## config.mk

```make
export PLATFORM = sky130hd
export DESIGN_NAME = extract_hdr_stream
export DESIGN_NICKNAME = d
export VERILOG_FILES = /design/src/rtl/ep2_extract_pkg.sv /design/src/rtl/axis_register.sv /design/src/rtl/extract_hdr_stream.sv
export SDC_FILE = /design/constraint.sdc
export NUM_CORES = 2
export LEC_CHECK = 0
export ABC_AREA = 1
export CAP_MARGIN = 15
export CORE_ASPECT_RATIO = 1.2
export CORE_MARGIN = 2
export CORE_UTILIZATION = 49
export DETAILED_ROUTE_END_ITERATION = 7
export PLACE_DENSITY = 0.77
export SLEW_MARGIN = 20
export SYNTH_ARGS = -nofsm -noshare
export SYNTH_HDL_FRONTEND = slang
export SYNTH_SLANG_ARGS = --single-unit
```

## constraint.sdc

```tcl
create_clock -name clk -period 8 [get_ports clk]
set_input_delay 1.6 -clock clk [delete_from_list [all_inputs] [get_ports clk]]
set_output_delay 1.6 -clock clk [all_outputs]
set_load 0.01 [all_outputs]
```

## src/rtl/ep2_extract_pkg.sv

```systemverilog
// ep2_extract_pkg: shared types and helpers for the EP2 header extractor.
package ep2_extract_pkg;
  typedef enum logic [1:0] {HDR, BODY, FLUSH} state_t;
  localparam int TUSER_SHORT = 0;
  localparam int TUSER_EMPTY = 1;
  localparam int MAX_KEEP = 128;
  function automatic logic [MAX_KEEP-1:0] keep_mask(input int n);
    keep_mask = '0;
    for (int i = 0; i < MAX_KEEP; i++) keep_mask[i] = i < n;
  endfunction
endpackage

```

## src/rtl/axis_register.sv

```systemverilog
// axis_register: full-throughput AXI-stream skid register, one cycle latency.
module axis_register #(
  parameter int W = 8
) (
  input  logic         clk,
  input  logic         rst,
  input  logic [W-1:0] s_data,
  input  logic         s_valid,
  output logic         s_ready,
  output logic [W-1:0] m_data,
  output logic         m_valid,
  input  logic         m_ready
);
  logic [W-1:0] skid;
  logic         skid_valid;
  assign s_ready = !skid_valid;
  always_ff @(posedge clk) begin
    if (rst) begin
      m_data <= '0;
      m_valid <= 1'b0;
      skid <= '0;
      skid_valid <= 1'b0;
    end else if (m_ready || !m_valid) begin
      m_valid <= skid_valid || s_valid;
      m_data <= skid_valid ? skid : s_data;
      skid_valid <= 1'b0;
    end else if (s_valid && s_ready) begin
      skid <= s_data;
      skid_valid <= 1'b1;
    end
  end
endmodule

```

## src/rtl/extract_hdr_stream.sv

```systemverilog
// extract_hdr_stream: strips a multi-beat header struct and realigns the payload to lane 0.
// Define EXTRACT_SHORT_ERR_EN to flag short packets in tuser[0] instead of dropping them.
module extract_hdr_stream import ep2_extract_pkg::*; #(
  parameter int BUF_DATA_WIDTH = 256,
  parameter int BUF_KEEP_WIDTH = BUF_DATA_WIDTH/8,
  parameter int STRUCT_WIDTH = 16
) (
  input  logic                      clk,
  input  logic                      rst,
  input  logic [BUF_DATA_WIDTH-1:0] s_inbuf_axis_tdata,
  input  logic [BUF_KEEP_WIDTH-1:0] s_inbuf_axis_tkeep,
  input  logic                      s_inbuf_axis_tvalid,
  output logic                      s_inbuf_axis_tready,
  input  logic                      s_inbuf_axis_tlast,
  output logic [STRUCT_WIDTH-1:0]   m_extracted_axis_tdata,
  output logic                      m_extracted_axis_tvalid,
  input  logic                      m_extracted_axis_tready,
  output logic [1:0]                m_extracted_axis_tuser,
  output logic [BUF_DATA_WIDTH-1:0] m_outbuf_axis_tdata,
  output logic [BUF_KEEP_WIDTH-1:0] m_outbuf_axis_tkeep,
  output logic                      m_outbuf_axis_tvalid,
  input  logic                      m_outbuf_axis_tready,
  output logic                      m_outbuf_axis_tlast
);
  localparam int DW = BUF_DATA_WIDTH;
  localparam int KW = BUF_KEEP_WIDTH;
  localparam int SB = STRUCT_WIDTH/8;
  localparam int HB = (SB + KW - 1)/KW;
  localparam int OFS = SB % KW;
  localparam int RB = KW - OFS;
  localparam int NEED = OFS == 0 ? KW : OFS;
  localparam int CW = HB > 1 ? $clog2(HB) : 1;
  localparam int BCW = $clog2(KW + 1);
`ifdef EXTRACT_SHORT_ERR_EN
  localparam bit SHORT_ERR = 1'b1;
`else
  localparam bit SHORT_ERR = 1'b0;
`endif
  state_t state, state_n;
  logic [CW-1:0] cnt, cnt_n;
  logic [HB*DW-1:0] acc, acc_n;
  logic [DW-1:0] res, res_n, d, pl_data;
  logic [BCW-1:0] res_cnt, res_cnt_n;
  logic [KW-1:0] pl_keep;
  logic [1:0] st_user;
  logic [DW+KW:0] pl_q;
  logic [STRUCT_WIDTH+1:0] st_q;
  int kcnt, pl_cnt;
  logic last_hdr, short_pkt, done_hdr, push_st, tail, fire;
  logic pl_valid, pl_ready, pl_last, st_valid, st_ready;
  always_comb begin
    kcnt = 0;
    d = '0;
    for (int i = 0; i < KW; i++) begin
      kcnt = kcnt + int'(s_inbuf_axis_tkeep[i]);
      d[i*8 +: 8] = s_inbuf_axis_tdata[i*8 +: 8] & {8{s_inbuf_axis_tkeep[i]}};
    end
    last_hdr = cnt == CW'(HB - 1);
    short_pkt = s_inbuf_axis_tlast && (!last_hdr || kcnt < NEED);
    done_hdr = last_hdr && !short_pkt;
    push_st = done_hdr || (SHORT_ERR && short_pkt);
    // beat holds bytes past lane OFS-1 that spill into the residual
    tail = OFS != 0 && kcnt > OFS;
  end
  assign s_inbuf_axis_tready = !rst && (state == HDR ? (!push_st || st_ready) :
                                        state == BODY ? pl_ready : 1'b0);
  assign fire = s_inbuf_axis_tvalid && s_inbuf_axis_tready;
  always_ff @(posedge clk) begin
    if (rst) state <= HDR;
    else state <= state_n;
  end
  always_comb begin
    state_n = state == HDR  ? (fire && done_hdr ? (!s_inbuf_axis_tlast ? BODY : tail ? FLUSH : HDR) : HDR) :
              state == BODY ? (fire && s_inbuf_axis_tlast ? (tail ? FLUSH : HDR) : BODY) :
                              (pl_ready ? HDR : FLUSH);
  end
  always_comb begin
    acc_n = cnt == '0 ? '0 : acc;
    acc_n[cnt*DW +: DW] = d;
    cnt_n = (short_pkt || done_hdr) ? '0 : cnt + 1'b1;
    res_n = d >> (OFS*8);
    res_cnt_n = tail ? BCW'(kcnt - OFS) : '0;
    st_valid = fire && state == HDR && push_st;
    st_user = '0;
    st_user[TUSER_SHORT] = SHORT_ERR && short_pkt;
    st_user[TUSER_EMPTY] = done_hdr && s_inbuf_axis_tlast && !tail;
    pl_valid = state == FLUSH || (fire && state == BODY);
    pl_data = state == FLUSH ? res : OFS == 0 ? d : res | (d << ((RB % KW)*8));
    pl_cnt = state == FLUSH ? int'(res_cnt) : OFS == 0 ? kcnt : RB + (kcnt < OFS ? kcnt : OFS);
    pl_keep = KW'(keep_mask(pl_cnt));
    pl_last = state == FLUSH || (s_inbuf_axis_tlast && !tail);
  end
  always_ff @(posedge clk) begin
    if (rst) begin
      cnt <= '0;
      acc <= '0;
      res <= '0;
      res_cnt <= '0;
    end else if (fire) begin
      if (state == HDR) begin
        cnt <= cnt_n;
        acc <= acc_n;
      end
      res <= res_n;
      res_cnt <= res_cnt_n;
    end
  end
  axis_register #(.W(STRUCT_WIDTH + 2)) u_struct_reg (
    .clk(clk), .rst(rst),
    .s_data({st_user, acc_n[STRUCT_WIDTH-1:0]}), .s_valid(st_valid), .s_ready(st_ready),
    .m_data(st_q), .m_valid(m_extracted_axis_tvalid), .m_ready(m_extracted_axis_tready)
  );
  axis_register #(.W(DW + KW + 1)) u_payload_reg (
    .clk(clk), .rst(rst),
    .s_data({pl_last, pl_keep, pl_data}), .s_valid(pl_valid), .s_ready(pl_ready),
    .m_data(pl_q), .m_valid(m_outbuf_axis_tvalid), .m_ready(m_outbuf_axis_tready)
  );
  assign {m_extracted_axis_tuser, m_extracted_axis_tdata} = st_q;
  assign {m_outbuf_axis_tlast, m_outbuf_axis_tkeep, m_outbuf_axis_tdata} = pl_q;
endmodule

```

==> summary.md <==
| Metric | Value |
|---|---|
| I/O pin total | 604 |
| Cts bufs inserted | 87 |
| Area leader, netlist | dfxtp_1 |
| Average size of a mapped cell | 7.64 µm² |
| Final Skew | 0.0235 ns |
| Synth top area cells | dfxtp_1 47%, nand2_1 9.8%, o21ai_0 8.3% |
| Worst slew pin tran | 1.17 ns |
| GR Overflow Total | 0 |
| Final instance area | 0.0479 mm² |
| Synth Area in Compound Gates | 23.9% |
| Dpl cell area | 0.0448 mm² |
| Tcrit/Tclk final | 102% |
| Post-synthesis instance total | 4917 |
| Switching share of power | 35.0% |
| DRC Markers | 0 |
| Setup crit start kind | input pin |
| Vias | 35100 |
| GRT Total Usage | 28.4% |
| Die footprint | 0.0789 mm² |
| CP Capture Type | output port |
| First DRT Iteration DRCs | 2761 |
| Final RePlAce weighted congestion | 0.912 |
| Pwr/cell area | 315 mW/mm² |
| Count of cell types in the netlist | 38 |
| #FFs+latches synth | 881 |
| Clock network power share | 28.6% |
| Maximum buffer depth of the clock tree | 3 |
| Simple-gate portion of the synthesized area | 18.4% |
| Synth warnings | 0 |
| Flop pwr share | 33.7% |
| Finished Core Util | 62.9% |
| Commonest non-fill, non-tap cell in the layout | nand2_1 |
| CTS H-tree lvls | 3 |
| Pin count of the biggest net entering global routing | 257 |
| Final HPWL DP | 75600 µm |
| Worst EP arrival | 6.54 ns |
| Sequential fraction of the synthesis area | 46.9% |
| CTS tree | done |
| Syn-to-layout area delta | 27.4% |
| DIE HEIGHT | 307 µm |
| Status | complete, but fails checks |
| Iteration count of the initial detailed-routing pass | 6 |
| Mapped Area | 0.0376 mm² |
| Core Area | 0.0761 mm² |
| Max-slew headroom | 22.1% |
| Combinational share of power | 37.7% |
| Lkg Pwr | 19.5 nW |
| Site Rows | 111 |
| Post-synthesis mux area share | 0% |
| Port Buffers | 602 |
| Hold slack | 0.453 ns |
| Final WL | 116000 µm |
| Clk root buf | clkbuf_16 |
| Worst slack, placed | -1.23 ns |
| Max Cap Viol | 0 |
| Min-Delay Path Class | reg -> reg |
| RSZ-0062 raised after global routing | true |
| Vias in the first global route | 33100 |
| Number of synthesized flops with an enable pin | 0 |
| Req. time, crit path | 6.40 ns |
| WL/cell | 18.0 µm |
| CTS clock-pin slew for the worst setup and hold paths | 0.06 ns |
| Crit path kind | in -> out |
| Max-slew violations | 0 |
| Share of the synthesized area in the top cell type | 46.9% |
| Largest family of logic cells by synthesized area | compound AO/OA/AOI/OAI gates |
| Synth Area in Adders | 1.54% |
| Placed cell count | 6290 |
| Xor/xnor share of the synthesized area | 0.0699% |
| Via-to-Cell Ratio | 5.43 |
| Post-route setup TNS | -0.143 ns |
| Pint | 9.82 mW |
| Fmax achieved | 0.123 GHz |
| CP max FO | 3 |
| Post-CTS Hold Fix Bufs | 0 |
| Layout cell share with drive strength beyond 1 | 10.7% |
| DIE WIDTH | 257 µm |
| Initial antenna violation count | 26 |
| Minimum clock period | 8.14 ns |
| VDD IR max | 0.000430 V |
| Global-route wire length before repair | 180000 µm |
| Primary FF master, synth | dfxtp_1 |
| Net Sw Power | 5.28 mW |
| Final setup fails | 1 |
| Total power | 15.1 mW |
| Most frequent cells in the layout | 981 x nand2_1, 881 x dfxtp_1, 627 x o21ai_0 |
| Clk_lat worst skew | 0.64 ns |
| Final Non-Filler Cells | 6471 |
| Clk sinks | 881 |
| Fraction of registers with async set/reset | 0% |
| Final ANT Viol Nets | 0 |
| Failing checks | negative setup slack |
| Hold Fails Final Rpt | 0 |
| Post-Syn Nets | 5243 |
| Initial Utilization | 49.4% |
| Final #Nets | 5693 |
| Final setup margin | -0.143 ns |
==> path summary, 6_finish.rpt <==
| kind | startpoint | end | slack [ns] | cells after the start |
|---|---|---|---|---|
| worst max-delay path | s_inbuf_axis_tkeep[11] | s_inbuf_axis_tready | -0.14 | 24 |
| worst min-delay path | u_payload_reg.m_data[179]$_SDFFE_PP0P_ | u_payload_reg.m_data[179]$_SDFFE_PP0P_ | 0.45 | 2 |
| worst max register to register | u_payload_reg.m_valid$_SDFFE_PP0P_ | u_payload_reg.skid[68]$_SDFFE_PP0P_ | 4.99 | 8 |
| worst min register to register | u_payload_reg.m_data[179]$_SDFFE_PP0P_ | u_payload_reg.m_data[179]$_SDFFE_PP0P_ | 0.45 | 2 |
==> layer usage <==
metal / GRT usage, % / routed length, µm / vias up
met5: 0 / 143 / -
li1: - / - / 17100
met2: 47.1 / 55800 / 1237
met4: 14.7 / 5780 / 20
met1: 35.2 / 47200 / 16500
met3: 5.24 / 7390 / 299
==> area by class of cell <==
cell class	instances	area, µm²
Antenna cell	16	40.0
Clock buffer	131	2660
Timing Repair Buffer	783	7790
Tap cell	1017	1270
Fill cell	6509	28200
Multi-Input combinational cell	3214	16600
Inverter	400	1520
Sequential cell	881	17600
Clock inverter	29	367
==> logic make-up (layout without fill, tap and decap cells) <==
logic type,count (synthesis),after routing
adder cells (fa/ha/maj),32,32
other,1,17
AND/OR/NAND/NOR,1717,1717
AO/OA/AOI/OAI,1461,1461
flip-flops,881,881
buffers and inverters,822,1343
XOR/XNOR,3,3
==> cells in the mapped netlist, types with 3 or more instances <==
cell type  instances
nand2_1          985
dfxtp_1          881
o21ai_0          627
a21oi_1          573
nor2_1           415
inv_1            395
nand3_1          283
clkbuf_1         263
a211oi_2         205
buf_1             60
buf_2             38
a211oi_1          36
buf_4             36
buf_6             25
fa_1              24
nand4_1           20
ha_1               8
a31oi_1            6
o21ai_1            4
clkinv_1           3
nor3_1             3
o211ai_1           3
o22ai_1            3
==> power groups by stage <==
stage,clock network (mW),registers (mW),logic (mW)
6_report,4.32,5.09,5.69
3_5_place_dp,0,5.17,5.34
5_1_grt,4.55,5.12,6.25
2_1_floorplan,0,5.21,3.14
4_1_cts,4.37,5.08,5.49
3_3_place_gp,0,5.16,5.28
==> timing repair <==
item | in CTS | in global routing
resized for setup | 77 | 21
endpoints found under the setup margin | 1 | 1
buffers inserted | 2 | 3
pin swaps | 18 | 13
==> worst max-delay path: stages <==
cell     delay [ns]
buf_4          0.13
inv_1          0.07
fa_2           0.55
fa_1           0.59
fa_1           0.45
fa_1           0.50
fa_1           0.55
fa_1           0.42
inv_1          0.07
ha_2           0.18
inv_2          0.04
fa_2           0.37
inv_2          0.07
nand3_2        0.08
buf_6          0.13
nand2_2        0.06
nand2_2        0.05
nand2_2        0.08
nor2_4         0.05
nand3_2        0.07
nand4_1        0.11
nand3_2        0.13
inv_2          0.08
buf_6          0.12
==> sequential cells by signal (all words and copies together) (netlist names) <==
name	cells
u_payload_reg.skid	289
u_struct_reg.skid	17
state	2
u_struct_reg.m_valid	1
u_payload_reg.skid_valid	1
u_struct_reg.m_data	17
u_payload_reg.m_valid	1
res	240
res_cnt	6
u_payload_reg.m_data	289
acc	16
cnt	1
u_struct_reg.skid_valid	1
(Power assumes the default switching activity.)
